`config.mk`:
```
export PLATFORM = sky130hd
export DESIGN_NAME = rc4_ksa_engine_flat
export DESIGN_NICKNAME = d
export VERILOG_FILES = /design/src/rtl/rc4_pkg.sv /design/src/rtl/rc4_ksa_engine_if.sv /design/src/rtl/rc4_ksa_engine.sv /design/src/flat_wrapper.sv
export SDC_FILE = /design/constraint.sdc
export NUM_CORES = 1
export LEC_CHECK = 0
export CORE_MARGIN = 1
export CORE_UTILIZATION = 59
export DETAILED_ROUTE_END_ITERATION = 8
export PLACE_DENSITY_LB_ADDON = 0.05
export SLEW_MARGIN = 20
export SYNTH_ARGS = -nofsm -noshare
export SYNTH_HDL_FRONTEND = slang
export SYNTH_SLANG_ARGS = --single-unit
```
`constraint.sdc`:
```
create_clock -name CLOCK_50 -period 11.55 [get_ports CLOCK_50]
set_input_delay 2.31 -clock CLOCK_50 [delete_from_list [all_inputs] [get_ports CLOCK_50]]
set_output_delay 2.31 -clock CLOCK_50 [all_outputs]
set_load 0.02 [all_outputs]
```
`src/rtl/rc4_pkg.sv`:
```
// Shared RC4 definitions: KSA state encoding and key byte selection.
// Also used by the PRGA/decrypt FSM.
package rc4_pkg;

    typedef enum logic [3:0] {
        StIdle,
        StInit,
        StRdSi,
        StWaitSi,
        StCalcJ,
        StWaitSj,
        StWrSi,
        StWrSj,
        StDone
    } ksa_state_t;

    localparam int unsigned MaxKeyBytes = 32;

    // Byte 0 is the most significant byte of the key_bytes-wide key.
    function automatic logic [7:0] key_byte(input logic [MaxKeyBytes*8-1:0] key,
                                            input int unsigned             key_bytes,
                                            input int unsigned             k);
        logic [MaxKeyBytes*8-1:0] sh;
        sh = key >> ((key_bytes - 1 - k) * 8);
        return sh[7:0];
    endfunction

endpackage

```
`src/rtl/rc4_ksa_engine_if.sv`:
```
// Control handshake and S RAM port of the RC4 key-scheduling engine.
interface rc4_ksa_engine_if #(
    parameter int unsigned ADDR_W    = 8,
    parameter int unsigned KEY_BYTES = 3
);
    logic                   start;
    logic                   init_en;
    logic [KEY_BYTES*8-1:0] secret_key;
    logic                   busy;
    logic                   done;
    logic [ADDR_W-1:0]      mem_addr;
    logic [ADDR_W-1:0]      mem_wdata;
    logic                   mem_wren;
    logic [ADDR_W-1:0]      mem_rdata;

    modport master (
        input  start, init_en, secret_key, mem_rdata,
        output busy, done, mem_addr, mem_wdata, mem_wren
    );

    modport slave (
        output start, init_en, secret_key, mem_rdata,
        input  busy, done, mem_addr, mem_wdata, mem_wren
    );
endinterface

```
`src/rtl/rc4_ksa_engine.sv`:
```
// RC4 key-scheduling engine: optional identity fill of S, then the KSA swap loop
// over a single-port S RAM with RD_LAT-cycle read latency.
module rc4_ksa_engine
    import rc4_pkg::*;
#(
    parameter int unsigned ADDR_W    = 8,
    parameter int unsigned KEY_BYTES = 3,
    parameter int unsigned RD_LAT    = 1
) (
    input  logic             CLOCK_50,
    input  logic             reset,
    rc4_ksa_engine_if.master bus
);
    localparam int unsigned KW = (KEY_BYTES > 1) ? $clog2(KEY_BYTES) : 1;
    localparam int unsigned WW = $clog2(RD_LAT + 1);
    localparam int unsigned SW = ADDR_W + 9;

    ksa_state_t             state_q, state_d;
    logic [ADDR_W-1:0]      i_q, i_d, j_q, j_d, si_q, si_d, sj_q, sj_d;
    logic [KW-1:0]          k_q, k_d;
    logic [WW-1:0]          wait_q, wait_d;
    logic [KEY_BYTES*8-1:0] key_q, key_d;
    logic [MaxKeyBytes*8-1:0] key_ext;
    logic [7:0]             kb;
    logic [SW-1:0]          j_sum;
    logic [ADDR_W-1:0]      j_next;
    logic                   wait_last;

    always_comb begin
        key_ext = '0;
        key_ext[KEY_BYTES*8-1:0] = key_q;
        kb     = key_byte(key_ext, KEY_BYTES, 32'(k_q));
        j_sum  = SW'(j_q) + SW'(si_q) + SW'(kb);
        j_next = j_sum[ADDR_W-1:0];
    end

    assign wait_last = (wait_q == WW'(RD_LAT - 1));

    always_ff @(posedge CLOCK_50 or posedge reset) begin
        if (reset) begin
            state_q <= StIdle;
            i_q     <= '0;
            j_q     <= '0;
            k_q     <= '0;
            si_q    <= '0;
            sj_q    <= '0;
            wait_q  <= '0;
            key_q   <= '0;
        end else begin
            state_q <= state_d;
            i_q     <= i_d;
            j_q     <= j_d;
            k_q     <= k_d;
            si_q    <= si_d;
            sj_q    <= sj_d;
            wait_q  <= wait_d;
            key_q   <= key_d;
        end
    end

    always_comb begin
        state_d       = state_q;
        i_d           = i_q;
        j_d           = j_q;
        k_d           = k_q;
        si_d          = si_q;
        sj_d          = sj_q;
        wait_d        = wait_q;
        key_d         = key_q;
        bus.mem_addr  = '0;
        bus.mem_wdata = '0;
        bus.mem_wren  = 1'b0;
        bus.done      = 1'b0;
        bus.busy      = (state_q != StIdle) && (state_q != StDone);

        unique case (state_q)
            StIdle: begin
                if (bus.start) begin
                    i_d     = '0;
                    j_d     = '0;
                    k_d     = '0;
                    key_d   = bus.secret_key;
                    state_d = bus.init_en ? StInit : StRdSi;
                end
            end
            StInit: begin
                bus.mem_addr  = i_q;
                bus.mem_wdata = i_q;
                bus.mem_wren  = 1'b1;
                if (i_q == '1) begin
                    i_d     = '0;
                    state_d = StRdSi;
                end else begin
                    i_d = i_q + ADDR_W'(1);
                end
            end
            StRdSi: begin
                bus.mem_addr = i_q;
                wait_d       = '0;
                state_d      = StWaitSi;
            end
            StWaitSi: begin
                bus.mem_addr = i_q;
                if (wait_last) begin
                    si_d    = bus.mem_rdata;
                    state_d = StCalcJ;
                end else begin
                    wait_d = wait_q + WW'(1);
                end
            end
            // The new j is presented straight away, so this cycle also issues the sj read.
            StCalcJ: begin
                bus.mem_addr = j_next;
                j_d          = j_next;
                k_d          = (k_q == KW'(KEY_BYTES - 1)) ? '0 : k_q + KW'(1);
                wait_d       = '0;
                state_d      = StWaitSj;
            end
            StWaitSj: begin
                bus.mem_addr = j_q;
                if (wait_last) begin
                    sj_d    = bus.mem_rdata;
                    state_d = StWrSi;
                end else begin
                    wait_d = wait_q + WW'(1);
                end
            end
            StWrSi: begin
                bus.mem_addr  = i_q;
                bus.mem_wdata = sj_q;
                bus.mem_wren  = 1'b1;
                state_d       = StWrSj;
            end
            StWrSj: begin
                bus.mem_addr  = j_q;
                bus.mem_wdata = si_q;
                bus.mem_wren  = 1'b1;
                if (i_q == '1) begin
                    i_d     = '0;
                    state_d = StDone;
                end else begin
                    i_d     = i_q + ADDR_W'(1);
                    state_d = StRdSi;
                end
            end
            StDone: begin
                bus.done = 1'b1;
                state_d  = StIdle;
            end
            default: state_d = StIdle;
        endcase
    end

endmodule
```
`src/flat_wrapper.sv`:
```
// flat-port wrapper written by rule: the top's interface ports become plain ports
module rc4_ksa_engine_flat import rc4_pkg::*;
#(
    parameter int unsigned ADDR_W    = 8,
    parameter int unsigned KEY_BYTES = 3,
    parameter int unsigned RD_LAT    = 1
)
  (CLOCK_50, reset, bus_start, bus_init_en, bus_secret_key, bus_mem_rdata, bus_busy, bus_done, bus_mem_addr, bus_mem_wdata, bus_mem_wren);
  rc4_ksa_engine_if #(.ADDR_W(ADDR_W), .KEY_BYTES(KEY_BYTES)) bus_i ();
  input  logic CLOCK_50;
  input  logic reset;
  input wire logic [$bits(bus_i.start)-1:0] bus_start;
  input wire logic [$bits(bus_i.init_en)-1:0] bus_init_en;
  input wire logic [$bits(bus_i.secret_key)-1:0] bus_secret_key;
  input wire logic [$bits(bus_i.mem_rdata)-1:0] bus_mem_rdata;
  output wire logic [$bits(bus_i.busy)-1:0] bus_busy;
  output wire logic [$bits(bus_i.done)-1:0] bus_done;
  output wire logic [$bits(bus_i.mem_addr)-1:0] bus_mem_addr;
  output wire logic [$bits(bus_i.mem_wdata)-1:0] bus_mem_wdata;
  output wire logic [$bits(bus_i.mem_wren)-1:0] bus_mem_wren;
  assign bus_i.start = bus_start;
  assign bus_i.init_en = bus_init_en;
  assign bus_i.secret_key = bus_secret_key;
  assign bus_i.mem_rdata = bus_mem_rdata;
  assign bus_busy = bus_i.busy;
  assign bus_done = bus_i.done;
  assign bus_mem_addr = bus_i.mem_addr;
  assign bus_mem_wdata = bus_i.mem_wdata;
  assign bus_mem_wren = bus_i.mem_wren;
  rc4_ksa_engine #(.ADDR_W(ADDR_W), .KEY_BYTES(KEY_BYTES), .RD_LAT(RD_LAT)) u_core (.CLOCK_50(CLOCK_50), .reset(reset), .bus(bus_i));
endmodule
```
==> qor.txt, run 1 <==
Status - completed
Arr. time, crit path - 5.01 ns
CORE AREA - 5960 um^2
Reg clk slew, reported paths - 0.07 ns
R2R setup slack - 7.45 ns
Largest net degree at the start of global routing - 63
Slew margin rel. - 0.482
Cell taking the most area after synthesis - dfrtp_1
Post-synth top flop - dfrtp_1
Mapped Nets - 373
CTS tree - done
Die area - 6520 um^2
Total CTS buffers - 9
Slowest-stage cell, CP - ha_1
Crit Reg-Reg Startpoint - u_core.k_q[0]$_DFFE_PP0P_
EDFF count, synth - 0
Clock latency at the later pin of the worst-skew pair - 0.35 ns
Clock skew - 0.00754 ns
Final ANT Viol Nets - 0
Final min period - 7.32 ns
Global-route wire length before repair - 12900 um
Number of global-route vias before repair - 2615
Num rows - 28
H-tree Lvls - 3
Hold_sp - u_core.key_q[8]$_DFFE_PP0P_
Top cells by count, synth - 62 x dfrtp_1, 30 x mux2_2, 29 x nor2_1
Fmax - 0.137 GHz
Reg2reg path depth - 15
Layout cells sized above 1 - 0.199
Worst-path fanout max - 18
Starting Density - 0.614
Die width - 80.7 um
Mapped cell area - 3660 um^2
Antenna violations before repair - 0
CTS max path bufs - 2
RSZ-0062 raised after global routing - false
Post-detail-place hpwl - 5820 um
#FFs+latches synth - 62
Placer Congestion - 0.835
Finished Layout Cells - 451
Via density - 5.95
Hold WC Path Type - flip-flop to flip-flop
Port bufs - 54
Slew @ Worst Pin - 0.777 ns
Most common cell in the synthesized netlist - dfrtp_1
Async set-reset flop share out of synthesis - 1.00
Post-synthesis cell type count - 55
CP Launch Type - flip-flop
Per-cell routed wire length - 17.7 um
Cell Chain, Critical Path - inv_1 > ha_1 > mux2i_1 > nor2_1 > a31oi_1 > nor2_1 > fa_1 > ha_1 > inv_1 > fa_1 > nor2b_1 > o31a_1 > o22ai_1 > xnor2_1 > o21ai_0 > clkdlybuf4s50_1
Fillers - 437
Power Density - 153 nW/um^2
Final nets - 425
Clk root buf - clkbuf_8
Post-Route WL - 7960 um
ANT cells - 0
IO Pins - 55
Top-area cell type share of the netlist area - 0.424
Critical path's largest stage delay - 0.72 ns
Crit path max-delay family - adder cells
Final cycle utilization of the critical path - 0.634
Critical path type - flip-flop to output port
Total track usage - 0.270
# DRC - 0
Min-Delay Endpoint - u_core.key_q[8]$_DFFE_PP0P_
WP buf/inv - 3
Worst Hold Path Cells - 1
Setup TNS Final - 0 ns
Pins Over Slew Limit - 0
Max_cap viols - 0
Post-CTS setup buffer count - 0
PostCTS Resize Cnt - 0
Fin util - 0.742
Syn. warnings - 0
CP Capture Type - output port
Sequential area share after synthesis - 0.424
Leak - 2.10 nW
DRT Pass-1 Iters - 4
Final Hold Vio Count - 0
Vias - 2684
Placed cells - 435
Syn avg cell area - 11.5 um^2
Die extent in y - 80.7 um
Clock Sinks - 62
Top cells by area, synth - dfrtp_1 42%, mux2_2 9.2%, mux2_4 4.5%
Hold_buf cts - 0
WP data required - 9.24 ns
Post-synthesis cell count - 319
Iter 0 DRT Violations - 179
Final Setup Violations - 0
GR Overflow Total - 0
Worst IR drop on VDD - 113 uV
R2R Path End - u_core.j_q[7]$_DFFE_PP0P_
Area delta synth->final - 20.7%
-- power breakdown --
part           leakage (nW)  internal [mW]  switching, mW
combinational          1.20         0.0983         0.0944
sequential            0.780          0.234         0.0194
clock                 0.119          0.142         0.0876
-- placed cells by master (no fill, tap or decap), types with 3 or more instances in the layout --
cell type,instances
mux2_4,11
and3_1,5
clkinv_2,3
a21oi_1,5
nand3_1,4
a21o_1,4
clkbuf_8,9
xnor2_1,5
mux2i_1,9
a222oi_1,10
dfrtp_1,62
a211oi_1,3
nor2_1,29
o21ai_0,12
nand2_1,19
a31oi_1,8
a22oi_1,4
bufinv_16,3
mux2_2,30
a221o_1,3
a22o_1,3
fa_1,8
clkdlybuf4s50_1,54
o31ai_1,4
nor2b_1,3
inv_1,19
ha_1,10
-- final cells by class --
| cell class | count | area [um^2] | area share |
|---|---|---|---|
| clock buffers | 9 | 124 | 0.0280 |
| well taps | 75 | 93.8 | 0.0212 |
| multi-input cells | 221 | 1900 | 0.430 |
| repair buffers | 56 | 556 | 0.126 |
| flip-flops and latches | 62 | 1550 | 0.351 |
| clock inverters | 7 | 113 | 0.0255 |
| inverters | 21 | 78.8 | 0.0178 |
-- state kept, by name, summed over array words and instances (netlist names) --
register        count
u_core.key_q       24
u_core.sj_q         8
u_core.k_q          2
u_core.state_q      4
u_core.si_q         8
u_core.i_q          8
u_core.j_q          8
-- metrics by stage --
| stage | hold WS [ns] | power [mW] | setup slack, ns | instance area [um^2] |
|---|---|---|---|---|
| 4_1_cts | 0.519 | 0.679 | 4.23 | 4420 |
| 3_5_place_dp | 0.497 | 0.449 | 4.63 | 4180 |
| 3_3_place_gp | 0.494 | 0.441 | 4.78 | 4180 |
| 6_report | 0.518 | 0.676 | 4.23 | 4420 |
| 2_1_floorplan | 0.475 | 0.379 | 5.80 | 3660 |
| 5_1_grt | 0.530 | 0.709 | 3.95 | 4420 |
-- layer usage --
metal  vias to the layer above  track usage  wire length [um]
met5                         -            0                 0
met4                         0        0.125               108
met3                        11       0.0573               452
met2                        87        0.413              3780
met1                      1328        0.368              3620
li1                       1258            -                 -
-- worst max-delay path by stage --
stage | startpoint | endpoint | slack [ns] | cells after the start
floorplan | u_core.k_q[0]$_DFFE_PP0P_ | bus_mem_addr[7] | 5.80 | 15
global placement | u_core.k_q[0]$_DFFE_PP0P_ | bus_mem_addr[7] | 4.78 | 16
detailed placement | u_core.k_q[0]$_DFFE_PP0P_ | bus_mem_addr[7] | 4.63 | 16
CTS | u_core.k_q[0]$_DFFE_PP0P_ | bus_mem_addr[7] | 4.23 | 16
global route | u_core.k_q[0]$_DFFE_PP0P_ | bus_mem_addr[7] | 3.95 | 16
finish | u_core.k_q[0]$_DFFE_PP0P_ | bus_mem_addr[7] | 4.23 | 16
-- logic make-up (layout without fill, tap and decap cells) --
family,Yosys count,in the layout,share of synthesized area
compound gates,65,65,0.134
flops,62,62,0.424
xor+xnor,6,6,0.0144
buf+inv,36,93,0.0564
mux,50,50,0.162
simple gates,82,82,0.131
fa+ha+maj,18,18,0.0780
No activity file was read; power rests on OpenSTA's default activity.
==> run 2: changes to the inputs <==
--- a/config.mk
+++ b/config.mk
@@ -6,7 +6,7 @@
 export NUM_CORES = 1
 export LEC_CHECK = 0
 export CORE_MARGIN = 1
-export CORE_UTILIZATION = 59
+export CORE_UTILIZATION = 55
 export DETAILED_ROUTE_END_ITERATION = 8
 export PLACE_DENSITY_LB_ADDON = 0.05
 export SLEW_MARGIN = 20
==> constraint.sdc (replaced) <==
create_clock -name CLOCK_50 -period 7.5 [get_ports CLOCK_50]
set_input_delay 1.5 -clock CLOCK_50 [delete_from_list [all_inputs] [get_ports CLOCK_50]]
set_output_delay 1.5 -clock CLOCK_50 [all_outputs]
set_load 0.02 [all_outputs]
==> qor.txt, run 2 (same netlist as run 1, synthesis figures left out) <==
Critical path type - flip-flop to output port (unchanged)
GR Overflow Total - 0 (unchanged)
Worst-path fanout max - 18 (unchanged)
Clock skew - 0.0115 ns (was 0.00754 ns)
Fillers - 499 (was 437)
R2R setup slack - 3.43 ns (was 7.45 ns)
Register bank with the most flops - u_core.key_q (unchanged)
Sw frac - 0.286 (was 0.298)
Final Hold Vio Count - 0 (unchanged)
NetSw - 0.296 mW (was 0.201 mW)
Status - completed (unchanged)
Number of global-route vias before repair - 2616 (was 2615)
Reg clk slew, reported paths - 0.07 ns (about the same)
Placer Congestion - 0.816 (was 0.835)
Iter 0 DRT Violations - 224 (was 179)
Final nets - 425 (unchanged)
Die extent in y - 83.6 um (was 80.7 um)
Clock latency at the later pin of the worst-skew pair - 0.34 ns (was 0.35 ns)
Largest net degree at the start of global routing - 63 (unchanged)
Worst Hold Path Cells - 1 (unchanged)
Total CTS buffers - 9 (unchanged)
Final ANT Viol Nets - 0 (unchanged)
Post-CTS setup buffer count - 0 (unchanged)
Fmax - 0.153 GHz
R2R Path End - u_core.j_q[7]$_DFFE_PP0P_ (unchanged)
Total power - 1.04 mW (was 0.676 mW)
Hold_sp - u_core.sj_q[5]$_DFFE_PP0P_ (was u_core.key_q[8]$_DFFE_PP0P_)
Clk root buf - clkbuf_8 (unchanged)
Sequential share of power - 0.378 (was 0.375)
Reg2reg path depth - 15 (unchanged)
Global-route wire length before repair - 13200 um (was 12900 um)
Commonest cells after routing, fill and taps aside - 62 x dfrtp_1, 54 x clkdlybuf4s50_1, 30 x mux2_2, 29 x nor2_1 (unchanged)
Via density - 5.82 (was 5.95)
DRT Pass-1 Iters - 5 (was 4)
RSZ-0062 raised after global routing - false (unchanged)
Final cycle utilization of the critical path - 0.870
Port bufs - 54 (unchanged)
WP data required - 6.00 ns (was 9.24 ns)
Hold WC Path Type - flip-flop to flip-flop (unchanged)
PostCTS Resize Cnt - 0 (unchanged)
Per-cell routed wire length - 16.9 um (was 17.7 um)
Arr. time, crit path - 5.02 ns (was 5.01 ns)
CP Launch Type - flip-flop (unchanged)
IO Pins - 55 (unchanged)
Leak - 2.10 nW (about the same)
Hold_buf cts - 0 (unchanged)
Die area - 6980 um^2 (was 6520 um^2)
CTS max path bufs - 2 (unchanged)
Die width - 83.6 um (was 80.7 um)
Final Setup Violations - 0 (unchanged)
Starting Density - 0.573 (was 0.614)
Post-Route WL - 7620 um (was 7960 um)
Power Density - 234 nW/um^2 (was 153 nW/um^2)
H-tree Lvls - 3 (unchanged)
ANT cells - 0 (unchanged)
Logic pwr share - 0.282 (was 0.285)
Post-detail-place hpwl - 5550 um (was 5820 um)
Clock Sinks - 62 (unchanged)
CP Capture Type - output port (unchanged)
Antenna violations before repair - 0 (unchanged)
Pins Over Slew Limit - 0 (unchanged)
Crit Reg-Reg Startpoint - u_core.k_q[0]$_DFFE_PP0P_ (unchanged)
Max reg flops - 24 (unchanged)
Clock share of power - 0.340 (about the same)
Cell-internal power - 0.739 mW (was 0.474 mW)
Most common cell after layout, fill and taps aside - dfrtp_1 (unchanged)
# DRC - 0 (unchanged)
CORE AREA - 6390 um^2 (was 5960 um^2)
Max_cap viols - 0 (unchanged)
Slew margin rel. - 0.486 (was 0.482)
Final min period - 6.52 ns
Setup TNS Final - 0 ns (unchanged)
Area delta synth->final - 20.8% (was 20.7%)
Min-Delay Endpoint - u_core.sj_q[5]$_DFFE_PP0P_ (was u_core.key_q[8]$_DFFE_PP0P_)
Layout cells sized above 1 - 0.195 (was 0.199)
CTS tree - done (unchanged)
Total track usage - 0.239 (was 0.270)
Slew @ Worst Pin - 0.771 ns (was 0.777 ns)
Num rows - 29 (was 28)
Vias - 2630 (was 2684)
Worst IR drop on VDD - 167 uV (was 113 uV)
## run 2: power groups by stage
stage	logic [mW]	clock network (mW)	registers, mW
5_1_grt	0.326	0.373	0.395
6_report	0.292	0.352	0.391
4_1_cts	0.293	0.359	0.391
3_5_place_dp	0.290	0	0.397
2_1_floorplan	0.196	0	0.388
3_3_place_gp	0.287	0	0.396
## run 2: how the worst max path moves through the flow
stage          depth (start not counted)         endpoint  slack (ns)                 startpoint
6_report                              16  bus_mem_addr[7]        0.98  u_core.k_q[0]$_DFFE_PP0P_
3_5_place_dp                          16  bus_mem_addr[7]        1.36  u_core.k_q[0]$_DFFE_PP0P_
3_3_place_gp                          16  bus_mem_addr[7]        1.52  u_core.k_q[0]$_DFFE_PP0P_
4_1_cts                               16  bus_mem_addr[7]        0.93  u_core.k_q[0]$_DFFE_PP0P_
5_1_grt                               16  bus_mem_addr[7]        0.58  u_core.k_q[0]$_DFFE_PP0P_
2_1_floorplan                         15  bus_mem_addr[7]        2.56  u_core.k_q[0]$_DFFE_PP0P_
## run 2: layer usage
layer	vias up	part of all wire	routed length, um	track usage
met4	0	0.015	112	0.0894
li1	1257	-	-	-
met2	65	0.43	3240	0.333
met1	1296	0.52	3930	0.372
met5	-	0	0	0
met3	12	0.044	337	0.0376
## run 2: cell type report
type | instances | area (um^2) | share of cell area
clock buffer | 11 | 141 | 0.0320
timing repair buffer | 56 | 556 | 0.126
multi-input combinational | 221 | 1900 | 0.430
inverter | 21 | 78.8 | 0.0178
clock inverter | 4 | 95.1 | 0.0215
tap | 77 | 96.3 | 0.0218
sequential | 62 | 1550 | 0.351
## run 2: worst max-delay path, stage by stage (launching register included)
cell	delay, ns
dfrtp_1	0.66
inv_1	0.16
ha_1	0.73
mux2i_1	0.25
nor2_1	0.05
a31oi_1	0.18
nor2_1	0.07
fa_1	0.49
ha_1	0.16
inv_1	0.06
fa_1	0.38
nor2b_1	0.20
o31a_1	0.17
o22ai_1	0.10
xnor2_1	0.14
o21ai_0	0.22
clkdlybuf4s50_1	0.65
## run 2: through the flow
step                area, um^2  setup slack [ns]  cells  hold WS [ns]   util
floorplan                 3660              2.56    319         0.475      -
global placement          4180              1.52    437         0.494  0.655
detailed placement        4180              1.36    437         0.499  0.655
CTS                       4420             0.933    452         0.514  0.692
global route              4420             0.582    452         0.525  0.692
finish                    4420             0.976    452         0.515  0.692
